$ cat src/rtl/seq_divider.sv
// seq_divider: restoring shift-subtract divider, one quotient bit per clock.
// Signed or unsigned per operation, truncating semantics, divide-by-zero fast path.
module seq_divider #(
    parameter int WIDTH = 32
) (
    input  logic             clk,
    input  logic             rst,
    input  logic             start,
    input  logic             is_signed,
    input  logic [WIDTH-1:0] dividend,
    input  logic [WIDTH-1:0] divisor,
    output logic             busy,
    output logic             done,
    output logic [WIDTH-1:0] quotient,
    output logic [WIDTH-1:0] remainder,
    output logic             div_by_zero
);

    localparam int CW = $clog2(WIDTH);
    localparam logic [CW-1:0] LAST = CW'(WIDTH - 1);

    localparam logic [1:0] S_IDLE = 2'd0;
    localparam logic [1:0] S_CALC = 2'd1;
    localparam logic [1:0] S_FIX  = 2'd2;

    logic [1:0]       state_q, state_d;
    logic             neg_quo_q, neg_quo_d;
    logic             neg_rem_q, neg_rem_d;
    logic             dbz_q, dbz_d;
    logic [CW-1:0]    cnt_q, cnt_d;
    logic [WIDTH:0]   rem_q, rem_d;
    logic [WIDTH-1:0] quo_q, quo_d;
    logic [WIDTH-1:0] dvsr_q, dvsr_d;
    logic             done_q, done_d;
    logic [WIDTH-1:0] quotient_q, quotient_d;
    logic [WIDTH-1:0] remainder_q, remainder_d;
    logic             div_by_zero_q, div_by_zero_d;

    logic             dvd_neg;
    logic             dvs_neg;
    logic [WIDTH:0]   shifted;
    logic [WIDTH:0]   diff;

    assign dvd_neg = is_signed & dividend[WIDTH-1];
    assign dvs_neg = is_signed & divisor[WIDTH-1];
    assign shifted = {rem_q[WIDTH-1:0], quo_q[WIDTH-1]};
    assign diff    = shifted - {1'b0, dvsr_q};

    assign busy        = (state_q != S_IDLE);
    assign done        = done_q;
    assign quotient    = quotient_q;
    assign remainder   = remainder_q;
    assign div_by_zero = div_by_zero_q;

    // Next-state logic: load magnitudes, iterate restoring steps, then fix signs.
    always_comb begin
        state_d       = state_q;
        neg_quo_d     = neg_quo_q;
        neg_rem_d     = neg_rem_q;
        dbz_d         = dbz_q;
        cnt_d         = cnt_q;
        rem_d         = rem_q;
        quo_d         = quo_q;
        dvsr_d        = dvsr_q;
        done_d        = 1'b0;
        quotient_d    = quotient_q;
        remainder_d   = remainder_q;
        div_by_zero_d = div_by_zero_q;
        case (state_q)
            S_IDLE: begin
                if (start) begin
                    neg_quo_d = dvd_neg ^ dvs_neg;
                    neg_rem_d = dvd_neg;
                    rem_d     = '0;
                    cnt_d     = '0;
                    dvsr_d    = dvs_neg ? -divisor : divisor;
                    if (divisor == '0) begin
                        // Keep the raw dividend; it is returned as the remainder.
                        dbz_d   = 1'b1;
                        quo_d   = dividend;
                        state_d = S_FIX;
                    end else begin
                        dbz_d   = 1'b0;
                        quo_d   = dvd_neg ? -dividend : dividend;
                        state_d = S_CALC;
                    end
                end
            end
            S_CALC: begin
                if (diff[WIDTH]) begin
                    rem_d = shifted;
                    quo_d = {quo_q[WIDTH-2:0], 1'b0};
                end else begin
                    rem_d = diff;
                    quo_d = {quo_q[WIDTH-2:0], 1'b1};
                end
                cnt_d = cnt_q + 1'b1;
                if (cnt_q == LAST) begin
                    state_d = S_FIX;
                end
            end
            S_FIX: begin
                if (dbz_q) begin
                    quotient_d  = '1;
                    remainder_d = quo_q;
                end else begin
                    quotient_d  = neg_quo_q ? -quo_q : quo_q;
                    remainder_d = neg_rem_q ? -rem_q[WIDTH-1:0]
                                            : rem_q[WIDTH-1:0];
                end
                div_by_zero_d = dbz_q;
                done_d        = 1'b1;
                state_d       = S_IDLE;
            end
            default: begin
                state_d = S_IDLE;
            end
        endcase
    end

    // State registers with synchronous reset that aborts any operation.
    always_ff @(posedge clk) begin
        if (rst) begin
            state_q       <= S_IDLE;
            neg_quo_q     <= 1'b0;
            neg_rem_q     <= 1'b0;
            dbz_q         <= 1'b0;
            cnt_q         <= '0;
            rem_q         <= '0;
            quo_q         <= '0;
            dvsr_q        <= '0;
            done_q        <= 1'b0;
            quotient_q    <= '0;
            remainder_q   <= '0;
            div_by_zero_q <= 1'b0;
        end else begin
            state_q       <= state_d;
            neg_quo_q     <= neg_quo_d;
            neg_rem_q     <= neg_rem_d;
            dbz_q         <= dbz_d;
            cnt_q         <= cnt_d;
            rem_q         <= rem_d;
            quo_q         <= quo_d;
            dvsr_q        <= dvsr_d;
            done_q        <= done_d;
            quotient_q    <= quotient_d;
            remainder_q   <= remainder_d;
            div_by_zero_q <= div_by_zero_d;
        end
    end

endmodule

$ cat config.mk
export PLATFORM = sky130hd
export DESIGN_NAME = seq_divider
export DESIGN_NICKNAME = d
export VERILOG_FILES = /design/src/rtl/seq_divider.sv
export SDC_FILE = /design/constraint.sdc
export NUM_CORES = 1
export LEC_CHECK = 0
export BUFFER_PORTS_ARGS = -buffer_cell sky130_fd_sc_hd__clkbuf_2
export CORE_ASPECT_RATIO = 0.6
export CORE_MARGIN = 2
export CORE_UTILIZATION = 25
export DETAILED_ROUTE_END_ITERATION = 16
export HOLD_SLACK_MARGIN = 0.06
export PLACE_DENSITY = 0.46
export SYNTH_ARGS = -nofsm -noshare
export SYNTH_HDL_FRONTEND = slang
export SYNTH_SLANG_ARGS = --single-unit
$ cat constraint.sdc
create_clock -name clk -period 5.55 [get_ports clk]
set_input_delay 0.8325 -clock clk [delete_from_list [all_inputs] [get_ports clk]]
set_output_delay 0.8325 -clock clk [all_outputs]
set_load 0.005 [all_outputs]
=== Word level (Yosys, flattened, before mapping) ===
Cells that the tools add are included.

* Bits in registers: 172
* Input port bits: 68
* Output and inout bits: 67
* Word-level logic and storage cells: 54

* Add/sub/neg operators: 6
* Equality and inequality tests: 5
* Multiplexer cells: 21
* Bitwise operators: 3
* Reductions and logical operators: 7

{| class="wikitable"
|+ Operator list
! kind !! number
|-
| $mux 32 || 10
|-
| $neg 32->32 || 4
|-
| $pmux 32 s2 || 2
|-
| $sub 33x32->33 || 1
|-
| $logic_not 32->1 || 1
|-
| $pmux 5 s2 || 1
|-
| $mux 2 || 3
|-
| $reduce_and 2->1 || 3
|-
| $add 5x1->5 const B || 1
|-
| $eq 5x5->1 const B || 1
|-
| $mux 5 || 1
|-
| $ne 2x2->1 const B || 2
|-
| $pmux 2 s2 || 1
|-
| $reduce_bool 2->1 || 2
|-
| $mux 1 || 3
|-
| $and 1x1->1 || 2
|-
| $eq 2x1->1 const B || 1
|-
| $eq 2x2->1 const B || 1
|-
| $logic_not 2->1 || 1
|-
| $xor 1x1->1 || 1
|}

=== Depth between registers and ports, before layout ===
Gate-level depths: netlist of the first run.

* Depth in word-level cells: 5
* Mapped depth: 13
* Gate-level depth less buffers: 12

=== Least setup slack after synthesis of the first run ===
No wires, ideal clock.

* Kind: input-to-reg
* Start point: in divisor[0]
* End point: reg quo_q[1]
* Setup time: 0.128 ns
* Arrival time: 3.202 ns
* Required time: 5.422 ns
* Setup slack: 2.221 ns
* Stages on the path: 12
* Buffers on the path: 1
* Path through: inv_1 -> ha_1 -> nor4b_1 -> nand4_1 -> nand4b_1 -> nor4_2 -> nor2_1 -> buf_2 -> nand2_1 -> a21oi_1 -> a221oi_1 -> nor2_1

* Cells in the longest elaborated chain, start to end: 4

{| class="wikitable"
|+ Ends and longest elaborated chain
! element !! line !! source
|-
| from (decl) || 11 || <nowiki>input logic [WIDTH-1:0] divisor,</nowiki>
|-
| $logic_not 32->1 || 77 || <nowiki>if (divisor == '0) begin</nowiki>
|-
| $mux 32 || 77 ||
|-
| $mux 32 || 71 || <nowiki>if (start) begin</nowiki>
|-
| $pmux 32 s2 || 69 || <nowiki>case (state_q)</nowiki>
|-
| to (signal assigned) || 143 || <nowiki>quo_q <= quo_d;</nowiki>
|-
| to (decl) || 32 || <nowiki>logic [WIDTH-1:0] quo_q, quo_d;</nowiki>
|}

No other way between the ends. The select of a mux whose other input is x is not followed.
A chain may end at the register's enable or synchronous reset.

=== Worst setup path after layout of the first run ===
* Start point: reg quo_q[31]
* End point: reg rem_q[1]

* Cells in the longest elaborated chain, start to end: 3

{| class="wikitable"
|+ Ends and longest elaborated chain
! element !! line !! source
|-
| $sub 33x32->33 || 47 || <nowiki>assign diff = shifted - {1'b0, dvsr_q};</nowiki>
|-
| $mux 32 || 90 || <nowiki>if (diff[WIDTH]) begin</nowiki>
|-
| $pmux 32 s2 || 69 ||
|-
| to (signal assigned) || 142 || <nowiki>rem_q <= rem_d;</nowiki>
|-
| to (decl) || 31 || <nowiki>logic [WIDTH:0] rem_q, rem_d;</nowiki>
|}

No other way between the ends.

==> results of run 1 <==
power by group through the flow:
stage / logic [mW] / clock network [mW] / registers [mW]
CTS: 0.629 / 1.25 / 1.37
finish: 0.633 / 1.23 / 1.37
detailed placement: 0.627 / 0 / 1.40
global route: 0.698 / 1.31 / 1.38
floorplan: 0.468 / 0 / 1.34
global placement: 0.625 / 0 / 1.39
per-stage QoR:
stage                     setup WS (ns)  cell area, sq um  hold WS (ns)  cells
after floorplan                    2.22             10900         0.432   1417
after global placement             1.63             12100         0.445   2044
after detailed placement           1.55             12100         0.450   2044
after CTS                          1.84             12600         0.459   2075
after global routing               1.43             12600         0.479   2075
final                              1.81             12600         0.455   2075
kinds of logic (layout without fill, tap and decap cells):
family,Yosys count,count (layout),synth area share [%]
AND/OR/NAND/NOR,458,458,19.3
adder cells (fa/ha/maj),39,39,4.53
buffers and inverters,150,229,5.40
XOR/XNOR,143,143,11.5
AO/OA/AOI/OAI,430,430,25.5
flip-flops,172,172,31.5
multiplexers,25,25,2.29
per-layer routing:
layer / track usage [%] / part of all wire (%)
met3: 3.50 / 5.4
met4: 3.10 / 0.71
met1: 27.1 / 55
met2: 22.4 / 39
met5: 0 / 0
registers in the layout, indices dropped and copies added (netlist names), 2 cells and up:
| signal | flops |
|---|---|
| dvsr_q | 32 |
| quo_q | 32 |
| quotient | 32 |
| rem_q | 32 |
| remainder | 32 |
| cnt_q | 5 |
| state_q | 2 |
cell type report:
class | count | area, sq um | area share, %
timing repair buffer | 150 | 793 | 6.27
inverter | 48 | 180 | 1.42
clock buffer | 19 | 453 | 3.58
sequential | 172 | 3440 | 27.2
clock inverter | 12 | 121 | 0.960
multi-input combinational | 1095 | 6930 | 54.8
tap | 579 | 724 | 5.73
cells in the mapped netlist, drive strengths merged, types with 4 or more instances:
master and n:
nand3 26, nor3 23, mux2i 25, inv 48, or3 10, and3 6
nand4 10, o21ai 103, dfxtp 172, o41ai 17, nand3b 4, o31ai 32
ha 38, nand2b 20, a211oi 57, nor2b 7, nor2 127, a31oi 11
xor2 90, or4 17, a32oi 11, o21a 7, a21oi 86, a22oi 29
xnor2 53, nor4 10, nand2 181, buf 11, and2 4, o22ai 29
a21o 12, o211ai 12, clkbuf 91, or2 6
worst max path at each step:
stage                startpoint   endpoint  slack (ns)
global route          quo_q[31]   rem_q[4]        1.43
global placement    divisor[16]  quo_q[18]        1.63
CTS                   quo_q[31]   rem_q[1]        1.84
finish                quo_q[31]   rem_q[1]        1.81
detailed placement  divisor[16]  quo_q[18]        1.55
floorplan            divisor[0]   quo_q[1]        2.22
critical path, cell delays in order (launching register included):
cell and delay (ns):
dfxtp_1 0.38, inv_1 0.11, ha_1 0.24, fa_1 0.38, nand2b_1 0.19, a21oi_1 0.24, o2111ai_1 0.22, nand2_1 0.19
a31oi_1 0.20, o21ai_0 0.49, xor2_2 0.17, buf_4 0.42, nand2_1 0.12, a32o_1 0.26
==> results.json, run 1 <==
{
  "status": "completed",
  "slew-limit-headroom_pct": 30.3,
  "globalplace.congestion": 0.843,
  "fin_tns_setup_ns": 0,
  "finalClockSkew_ns": 0.0126,
  "num_antenna_cells": 0,
  "num-nets-final": 1591,
  "synth_area_sq_um": 10900,
  "vias_per_cell": 5.07,
  "synth_cells": 1417,
  "reg2reg_depth": 13,
  "syn_avg_cell_area_sq_um": 7.72,
  "internal-power_mw": 2.20,
  "clkSinkCount": 172,
  "maxCapViolCount": 0,
  "coreArea_sq_um": 43300,
  "clk_pin_slew_worst_paths_ns": 0.07,
  "crit_arrival_ns": 4.09,
  "total_power_mw": 3.23,
  "die_h_um": 166,
  "numCtsBuffers": 17,
  "cts-root-buf": "clkbuf_16",
  "firstDrtPassIters": 5,
  "ys_seq_elements": 172,
  "hold_class": "reg -> reg",
  "synth-edff-count": 0,
  "grt_pass1_vias": 9741,
  "cts_tree": "yes",
  "synth_top_cell_by_area": "dfxtp_1",
  "final_hold_viol_count": 0,
  "rsz0062_at_grt": "no",
  "holdPathStages": 2,
  "startpoint_type": "flip-flop",
  "pwr-share-clk_pct": 38.0,
  "fill_cells": 4754,
  "portBuffers": 134,
  "synth_cell_type_count": 62,
  "required_ns": 5.90,
  "end_kind": "flip-flop",
  "syn_nets": 1524,
  "total_leakage_power_nw": 4.80,
  "synth-main-ff-cell": "dfxtp_1",
  "drtAntennaViolNets": 0,
  "path_max_fanout": 31,
  "final_common_cell": "nand2_1",
  "tightest_slew_ns": 1.04,
  "grt_pass1_wl_um": 59200,
  "start_util_pct": 25.3,
  "final_cell_mix": "181 x nand2_1, 171 x dfxtp_1, 133 x clkbuf_2, 126 x nor2_1, 103 x o21ai_0",
  "synthTopCellsByArea": "dfxtp_1 31%, xor2_1 7.2%, nand2_1 6.2%, o21ai_0 4.7%, nor2_1 4.4%",
  "postCtsSetupRepairBufs": 0,
  "irDropWorstVdd_v": 0.000220,
  "power_density_nw_per_um2": 256,
  "grt_start_max_net_pins": 81,
  "yosys.area.top_type_share_pct": 31.5,
  "drive_gt1_share_pct": 13.4,
  "postCtsHoldBufs": 0,
  "min_period_over_period_pct": 67.4,
  "synth_seq_area_share_pct": 31.5,
  "wl_um": 39000,
  "dp_hpwl_um": 30100,
  "final_util_pct": 29.2,
  "path_class": "reg -> reg",
  "r2r-start": "quo_q[31]",
  "grt_use_total_pct": 16.9,
  "drt-wirelength-per-cell_um": 18.8,
  "cts_resized": 0,
  "first_iter_violations": 932,
  "area_growth_syn_to_layout_pct": 15.6,
  "cts_htree_levels": 4,
  "overflow": 0,
  "setup_viol": 0,
  "period_minus_slack_ns": 3.74,
  "drc_errors": 0,
  "die-width_um": 274,
  "worstReg2RegEnd": "rem_q[1]",
  "antenna_found_initial": 1,
  "pwr-share-comb_pct": 19.6,
  "fmax_mhz": 267,
  "min_from": "dvsr_q[31]",
  "clock_path_buffers": 2,
  "hold_end": "dvsr_q[31]",
  "seqPwrFrac_pct": 42.5,
  "finalMaxSlewViolations": 0,
  "clk_latency_ns": 0.46,
  "sw_frac_of_total_pct": 31.9,
  "synthArstFlopShare_pct": 0,
  "rows": 59,
  "vias": 10500,
  "ys_warn_count": 0,
  "power_switching_mw": 1.03,
  "die_area_sq_um": 45500,
  "reg2reg_slack_ns": 1.81,
  "io_pins": 135
}
Note: power is estimated with default switching activity, not from simulation.
==> inputs of run 2 (changes only) <==
--- a/config.mk
+++ b/config.mk
@@ -5,13 +5,14 @@
 export SDC_FILE = /design/constraint.sdc
 export NUM_CORES = 1
 export LEC_CHECK = 0
+export ABC_AREA = 1
 export BUFFER_PORTS_ARGS = -buffer_cell sky130_fd_sc_hd__clkbuf_2
 export CORE_ASPECT_RATIO = 0.6
 export CORE_MARGIN = 2
 export CORE_UTILIZATION = 25
 export DETAILED_ROUTE_END_ITERATION = 16
 export HOLD_SLACK_MARGIN = 0.06
-export PLACE_DENSITY = 0.46
+export PLACE_DENSITY = 0.45
 export SYNTH_ARGS = -nofsm -noshare
 export SYNTH_HDL_FRONTEND = slang
 export SYNTH_SLANG_ARGS = --single-unit
==> constraint.sdc (replaced) <==
create_clock -name clk -period 3.68 [get_ports clk]
set_input_delay 0.552 -clock clk [delete_from_list [all_inputs] [get_ports clk]]
set_output_delay 0.552 -clock clk [all_outputs]
set_load 0.005 [all_outputs]
==> run 2 against run 1 <==
Worst setup slack got worse by 1.2 ns. Register-to-register slack got worse by 1.2 ns. Critical path depth decreased by 2. Final cell count increased by 40%. Cell area increased by 18%.
==> results.json, run 2 <==
{
  "synth_cells": 2116,
  "overflow": 0,
  "finalMaxSlewViolations": 0,
  "seqPwrFrac_pct": 22.1,
  "maxCapViolCount": 0,
  "power_density_nw_per_um2": 719,
  "internal-power_mw": 4.87,
  "synthArstFlopShare_pct": 0,
  "crit_slowest_cell": "o21ai_0",
  "num-nets-final": 2313,
  "rows": 64,
  "setup.worst_path.start": "quo_q[0]",
  "endpoint": "quotient[30]",
  "finalInstanceArea_sq_um": 14900,
  "wl_um": 53900,
  "critPathBufInv": 2,
  "syn_nets": 2223,
  "synth_seq_area_share_pct": 26.5,
  "tightest_slew_ns": 1.07,
  "drive_gt1_share_pct": 13.8,
  "firstDrtPassIters": 6,
  "pwr-share-clk_pct": 17.3,
  "die-width_um": 298,
  "coreArea_sq_um": 51100,
  "worstReg2RegEnd": "quotient[30]",
  "ys_seq_elements": 172,
  "ys_warn_count": 0,
  "cts_htree_levels": 4,
  "period_minus_slack_ns": 3.09,
  "num_antenna_cells": 0,
  "yosysMostFrequentCell": "nand2_1",
  "area_growth_syn_to_layout_pct": 14.6,
  "synth-edff-count": 0,
  "reg2reg_depth": 11,
  "synth_top_cell_by_area": "dfxtp_1",
  "critical_path.max_stage_delay_ns": 0.89,
  "cts_resized": 0,
  "drtAntennaViolNets": 0,
  "reg2reg_slack_ns": 0.59,
  "power_switching_mw": 5.82,
  "sw_frac_of_total_pct": 54.4,
  "clkSinkCount": 172,
  "pwr-share-comb_pct": 60.6,
  "final_common_cell": "nand2_1",
  "synth-main-ff-cell": "dfxtp_1",
  "portBuffers": 134,
  "grt_pass1_wl_um": 81100,
  "finalClockSkew_ns": 0.0176,
  "yosys.area.top_type_share_pct": 26.5,
  "dp_hpwl_um": 43000,
  "clk_latency_ns": 0.46,
  "grt_pass1_vias": 12800,
  "start_util_pct": 25.4,
  "vias": 14100,
  "numCtsBuffers": 17,
  "synthTopCellsByArea": "dfxtp_1 27%, nand2_1 16%, inv_1 8.6%, nand3_1 7.3%, nor2_1 5.5%",
  "fmax_mhz": 323,
  "final_cell_mix": "556 x nand2_1, 298 x inv_1, 190 x nand3_1, 188 x nor2_1, 172 x dfxtp_1",
  "critPathTopFamily": "compound AO/OA/AOI/OAI gates",
  "fin_tns_setup_ns": 0,
  "postCtsHoldBufs": 0,
  "irDropWorstVdd_v": 0.000369,
  "total_leakage_power_nw": 7.11,
  "vias_per_cell": 4.84,
  "placed_cell_area_sq_um": 14300,
  "status": "completed",
  "min_period_over_period_pct": 84.1,
  "path_class": "reg -> reg",
  "required_ns": 4.04,
  "postCtsSetupRepairBufs": 0,
  "r2r-start": "quo_q[0]",
  "crit_arrival_ns": 3.45,
  "synth_cell_type_count": 47,
  "final_hold_viol_count": 0,
  "grt_start_max_net_pins": 71,
  "fill_cells": 5827,
  "syn_avg_cell_area_sq_um": 6.13,
  "setup_viol": 0,
  "end_kind": "flip-flop",
  "globalplace.congestion": 0.960,
  "cp.depth": 11,
  "path_max_fanout": 4,
  "drc_errors": 0,
  "die_area_sq_um": 53800,
  "io_pins": 135,
  "cts-root-buf": "clkbuf_16",
  "cts_tree": "yes",
  "clk_pin_slew_worst_paths_ns": 0.08,
  "first_iter_violations": 1201,
  "startpoint_type": "flip-flop",
  "drt-wirelength-per-cell_um": 18.5,
  "antenna_found_initial": 1,
  "slew-limit-headroom_pct": 28.1,
  "clock_path_buffers": 2,
  "synth_area_sq_um": 13000,
  "grt_use_total_pct": 19.7,
  "hold_class": "in -> reg",
  "synth_common_cells": "556 x nand2_1, 298 x inv_1, 190 x nand3_1",
  "die_h_um": 180,
  "cp_cell_sequence": "inv_1 -> ha_1 -> nand3_1 -> nor2_2 -> nand3_1 -> o21ai_0 -> o211ai_1 -> a21oi_1 -> o21ai_0 -> nand2_1 -> inv_1",
  "rsz0062_at_grt": "no"
}
==> run 2: cell types whose count changed in the layout (fill, tap and decap cells not counted), sizes merged, moves of 64 or more <==
cell and change:
nand3 +178, a21oi +64, nor2 +78, inv +280, nand2 +402
==> run 2: worst min-delay path, cell delays in order <==
cell      delay [ns]
clkbuf_2        0.07
inv_1           0.06
a21oi_1         0.12
==> run 2: final cells by class <==
type	count	area, sq um	area share [%]
Clock inverter	14	149	1.00
Multi-Input combinational cell	1540	7960	53.5
Tap cell	693	867	5.83
Clock buffer	17	425	2.86
Sequential cell	172	3440	23.2
Inverter	323	1210	8.16
Timing Repair Buffer	152	808	5.44
==> run 2: worst min-delay path by stage <==
stage	cells past startpoint	slack, ns	to	from
CTS	3	0.36	dvsr_q[0]	divisor[0]
detailed placement	2	0.46	cnt_q[3]	cnt_q[3]
global route	3	0.39	quo_q[31]	dividend[31]
floorplan	2	0.44	cnt_q[3]	cnt_q[3]
finish	3	0.38	dvsr_q[0]	divisor[0]
global placement	2	0.45	cnt_q[3]	cnt_q[3]
==> run 2: power groups by stage <==
stage | clock (mW) | sequential (mW) | combinational, mW
after floorplan | 0 | 2.27 | 4.59
after global placement | 0 | 2.40 | 6.35
after detailed placement | 0 | 2.40 | 6.32
after CTS | 1.89 | 2.36 | 6.35
after global routing | 1.97 | 2.39 | 7.19
final | 1.85 | 2.36 | 6.47
==> run 2: stage by stage <==
stage          cells  setup slack, ns  util [%]  hold slack, ns  total power, mW
2_1_floorplan   2116             1.41         -           0.443             6.86
3_3_place_gp    2880            0.801      28.0           0.453             8.75
3_5_place_dp    2880            0.831      28.0           0.461             8.72
4_1_cts         2911            0.813      29.1           0.356             10.6
5_1_grt         2911            0.412      29.1           0.392             11.6
6_report        2911            0.586      29.1           0.378             10.7
==> run 2: logic make-up after synthesis <==
group	count (synthesis)	synth area share [%]
xor+xnor	50	3.38
simple gates	1069	36.4
flops	172	26.5
buf+inv	404	12.3
compound gates	382	17.6
fa+ha+maj	39	3.82
==> run 2: metal layers <==
metal	track usage [%]	part of all wire, %	vias up
li1	-	-	7043
met3	6.44	9.3	28
met1	31.5	53	6562
met5	0	0	-
met2	24.7	36	453
met4	3.54	1.3	0
==> inputs of run 3 (changes only) <==
--- a/config.mk
+++ b/config.mk
@@ -5,14 +5,14 @@
 export SDC_FILE = /design/constraint.sdc
 export NUM_CORES = 1
 export LEC_CHECK = 0
-export ABC_AREA = 1
+export ABC_AREA = 0
 export BUFFER_PORTS_ARGS = -buffer_cell sky130_fd_sc_hd__clkbuf_2
 export CORE_ASPECT_RATIO = 0.6
 export CORE_MARGIN = 2
 export CORE_UTILIZATION = 25
 export DETAILED_ROUTE_END_ITERATION = 16
 export HOLD_SLACK_MARGIN = 0.06
-export PLACE_DENSITY = 0.45
+export PLACE_DENSITY = 0.46
 export SYNTH_ARGS = -nofsm -noshare
 export SYNTH_HDL_FRONTEND = slang
 export SYNTH_SLANG_ARGS = --single-unit
==> constraint.sdc (replaced) <==
create_clock -name clk -period 3.2 [get_ports clk]
set_input_delay 0.48 -clock clk [delete_from_list [all_inputs] [get_ports clk]]
set_output_delay 0.48 -clock clk [all_outputs]
set_load 0.005 [all_outputs]
==> run 3 against run 2 <==
Die area is 15% lower. Routed wire length is 25% lower. Cell area is 9.3% lower. Clock power is 20% higher. Register-to-register slack worse by 0.46 ns. Combinational power is 79% lower. Utilization is 2.1 points higher. Global-route usage is 2.3 points lower. Sequential share of layout area is 2.4 points higher. Sequential power is 2% lower. Total power is 45% lower.
==> results.json, run 3 (same netlist as run 1, synthesis figures left out) <==
{
  "status": "completed",
  "cts-root-buf": "clkbuf_16",
  "irDropWorstVdd_v": 0.000305,
  "drc_errors": 0,
  "clk_pin_slew_worst_paths_ns": 0.07,
  "pwr-share-clk_pct": 37.8,
  "stdcell_count": 2161,
  "placed_cells": 2126,
  "hold_class": "in -> reg",
  "clk_latency_ns": 0.46,
  "die_area_sq_um": 45500,
  "path_class": "reg -> reg",
  "crit_arrival_ns": 3.40,
  "internal-power_mw": 4.01,
  "min_from": "divisor[1]",
  "wl_um": 40400,
  "seqPwrFrac_pct": 39.6,
  "fin_tns_setup_ns": 0,
  "r2r-start": "dvsr_q[29]",
  "cp_cell_sequence": "inv_1 -> ha_1 -> a21o_1 -> or4_1 -> a31oi_2 -> o21ai_1 -> buf_4 -> xor2_4 -> clkbuf_16 -> mux2i_1 -> o21ai_0",
  "final_cell_mix": "181 x nand2_1, 171 x dfxtp_1, 133 x clkbuf_2, 126 x nor2_1, 101 x o21ai_0",
  "maxCapViolCount": 0,
  "vias": 10800,
  "total_leakage_power_nw": 5.29,
  "vias_per_cell": 5.00,
  "startpoint_type": "flip-flop",
  "final_common_cell": "nand2_1",
  "first_iter_violations": 999,
  "numCtsBuffers": 17,
  "dp_hpwl_um": 32100,
  "antenna_found_initial": 0,
  "finalClockSkew_ns": 0.0130,
  "final_hold_viol_count": 0,
  "grt_use_total_pct": 17.4,
  "power_density_nw_per_um2": 435,
  "tightest_slew_ns": 1.05,
  "rows": 59,
  "grt_pass1_vias": 9951,
  "critical_path.max_stage_delay_ns": 0.51,
  "drive_gt1_share_pct": 18.7,
  "clock_path_buffers": 2,
  "rsz0062_at_grt": "yes",
  "grt_pass1_wl_um": 60800,
  "setup_ws_ns": 0.127,
  "path_max_fanout": 8,
  "setup_viol": 0,
  "power_switching_mw": 1.86,
  "reg2reg_slack_ns": 0.13,
  "die_h_um": 166,
  "finalInstanceArea_sq_um": 13500,
  "clkSinkCount": 172,
  "num-nets-final": 1676,
  "drtAntennaViolNets": 0,
  "crit_slowest_cell": "or4_1",
  "drt-wirelength-per-cell_um": 18.7,
  "pre_cts_ws_ns": 0.0874,
  "holdPathStages": 3,
  "portBuffers": 134,
  "required_ns": 3.53,
  "grt_start_max_net_pins": 72,
  "overflow": 0,
  "firstDrtPassIters": 5,
  "finalMaxSlewViolations": 0,
  "globalplace.congestion": 0.890,
  "num_antenna_cells": 0,
  "io_pins": 135,
  "period_minus_slack_ns": 3.07,
  "sw_frac_of_total_pct": 31.7,
  "postCtsSetupRepairBufs": 0,
  "area_growth_syn_to_layout_pct": 23.3,
  "cts_htree_levels": 4,
  "postCtsHoldBufs": 0,
  "reg2reg_depth": 11,
  "final_util_pct": 31.2,
  "worstReg2RegEnd": "rem_q[12]",
  "start_util_pct": 25.3,
  "hold_slack_ns": 0.296,
  "cts_resized": 0,
  "total_power_mw": 5.87,
  "end_kind": "flip-flop",
  "min_period_over_period_pct": 96.0,
  "pwr-share-comb_pct": 22.7,
  "coreArea_sq_um": 43300,
  "placed_cell_area_sq_um": 12700,
  "slew-limit-headroom_pct": 30.2,
  "die-width_um": 274,
  "fmax_mhz": 325,
  "cts_tree": "yes",
  "hold_end": "dvsr_q[1]"
}
-- run 3: cell count changes in the layout (fill, tap and decap cells not counted), moves of 35 or more --
| cell | change |
|---|---|
| nand2_1 | -375 |
| inv_1 | -251 |
| nand3_1 | -164 |
| buf_4 | +76 |
| nor2_1 | -62 |
| a211oi_1 | +56 |
| xor2_1 | +56 |
| a21oi_1 | -42 |
| xnor2_1 | +35 |
-- run 3: worst max path at each step --
stage | cells past startpoint | end | slack [ns] | from
after floorplan | 13 | rem_q[0] | 0.11 | quo_q[31]
after global placement | 13 | rem_q[0] | 0.02 | dvsr_q[25]
after detailed placement | 13 | rem_q[1] | 0.09 | dvsr_q[25]
after CTS | 14 | rem_q[11] | 0.05 | quo_q[31]
after global routing | 9 | remainder[30] | -0.04 | rem_q[12]
final | 11 | rem_q[12] | 0.13 | dvsr_q[29]
-- run 3: routing by layer --
metal  share of wire, %  up-vias  wire, um  global-route usage (%)
met2                 37      285     15100                    22.0
met1                 56     5088     22500                    28.7
met4                1.0        0       413                    3.71
met5                  0        -         0                       0
li1                   -     5407         -                       -
met3                5.8       24      2320                    3.64
-- run 3: power by group through the flow --
| stage | registers (mW) | clock network (mW) | logic, mW |
|---|---|---|---|
| 3_5_place_dp | 2.37 | 0 | 1.28 |
| 2_1_floorplan | 2.32 | 0 | 0.812 |
| 5_1_grt | 2.33 | 2.35 | 1.45 |
| 4_1_cts | 2.32 | 2.26 | 1.28 |
| 6_report | 2.32 | 2.22 | 1.33 |
| 3_3_place_gp | 2.37 | 0 | 1.27 |
-- run 3: worst max-delay path, delay by kind of cell (launching register included) --
family	cells	cell delay (ns)
DFF	1	0.32
adders and majority gates	1	0.37
buffers and inverters	3	0.61
muxes	1	0.19
xor gates and xnor gates	1	0.29
and+or+nand+nor	1	0.51
AOI/OAI and AO/OA	4	0.65
-- run 3: layout make-up --
| cell class | count | area, sq um |
|---|---|---|
| well taps | 579 | 724 |
| inverters | 48 | 180 |
| fillers | 4715 | 29800 |
| clock buffers | 20 | 447 |
| flip-flops and latches | 172 | 3440 |
| multi-input cells | 1095 | 7010 |
| repair buffers | 235 | 1520 |
| clock inverters | 12 | 161 |
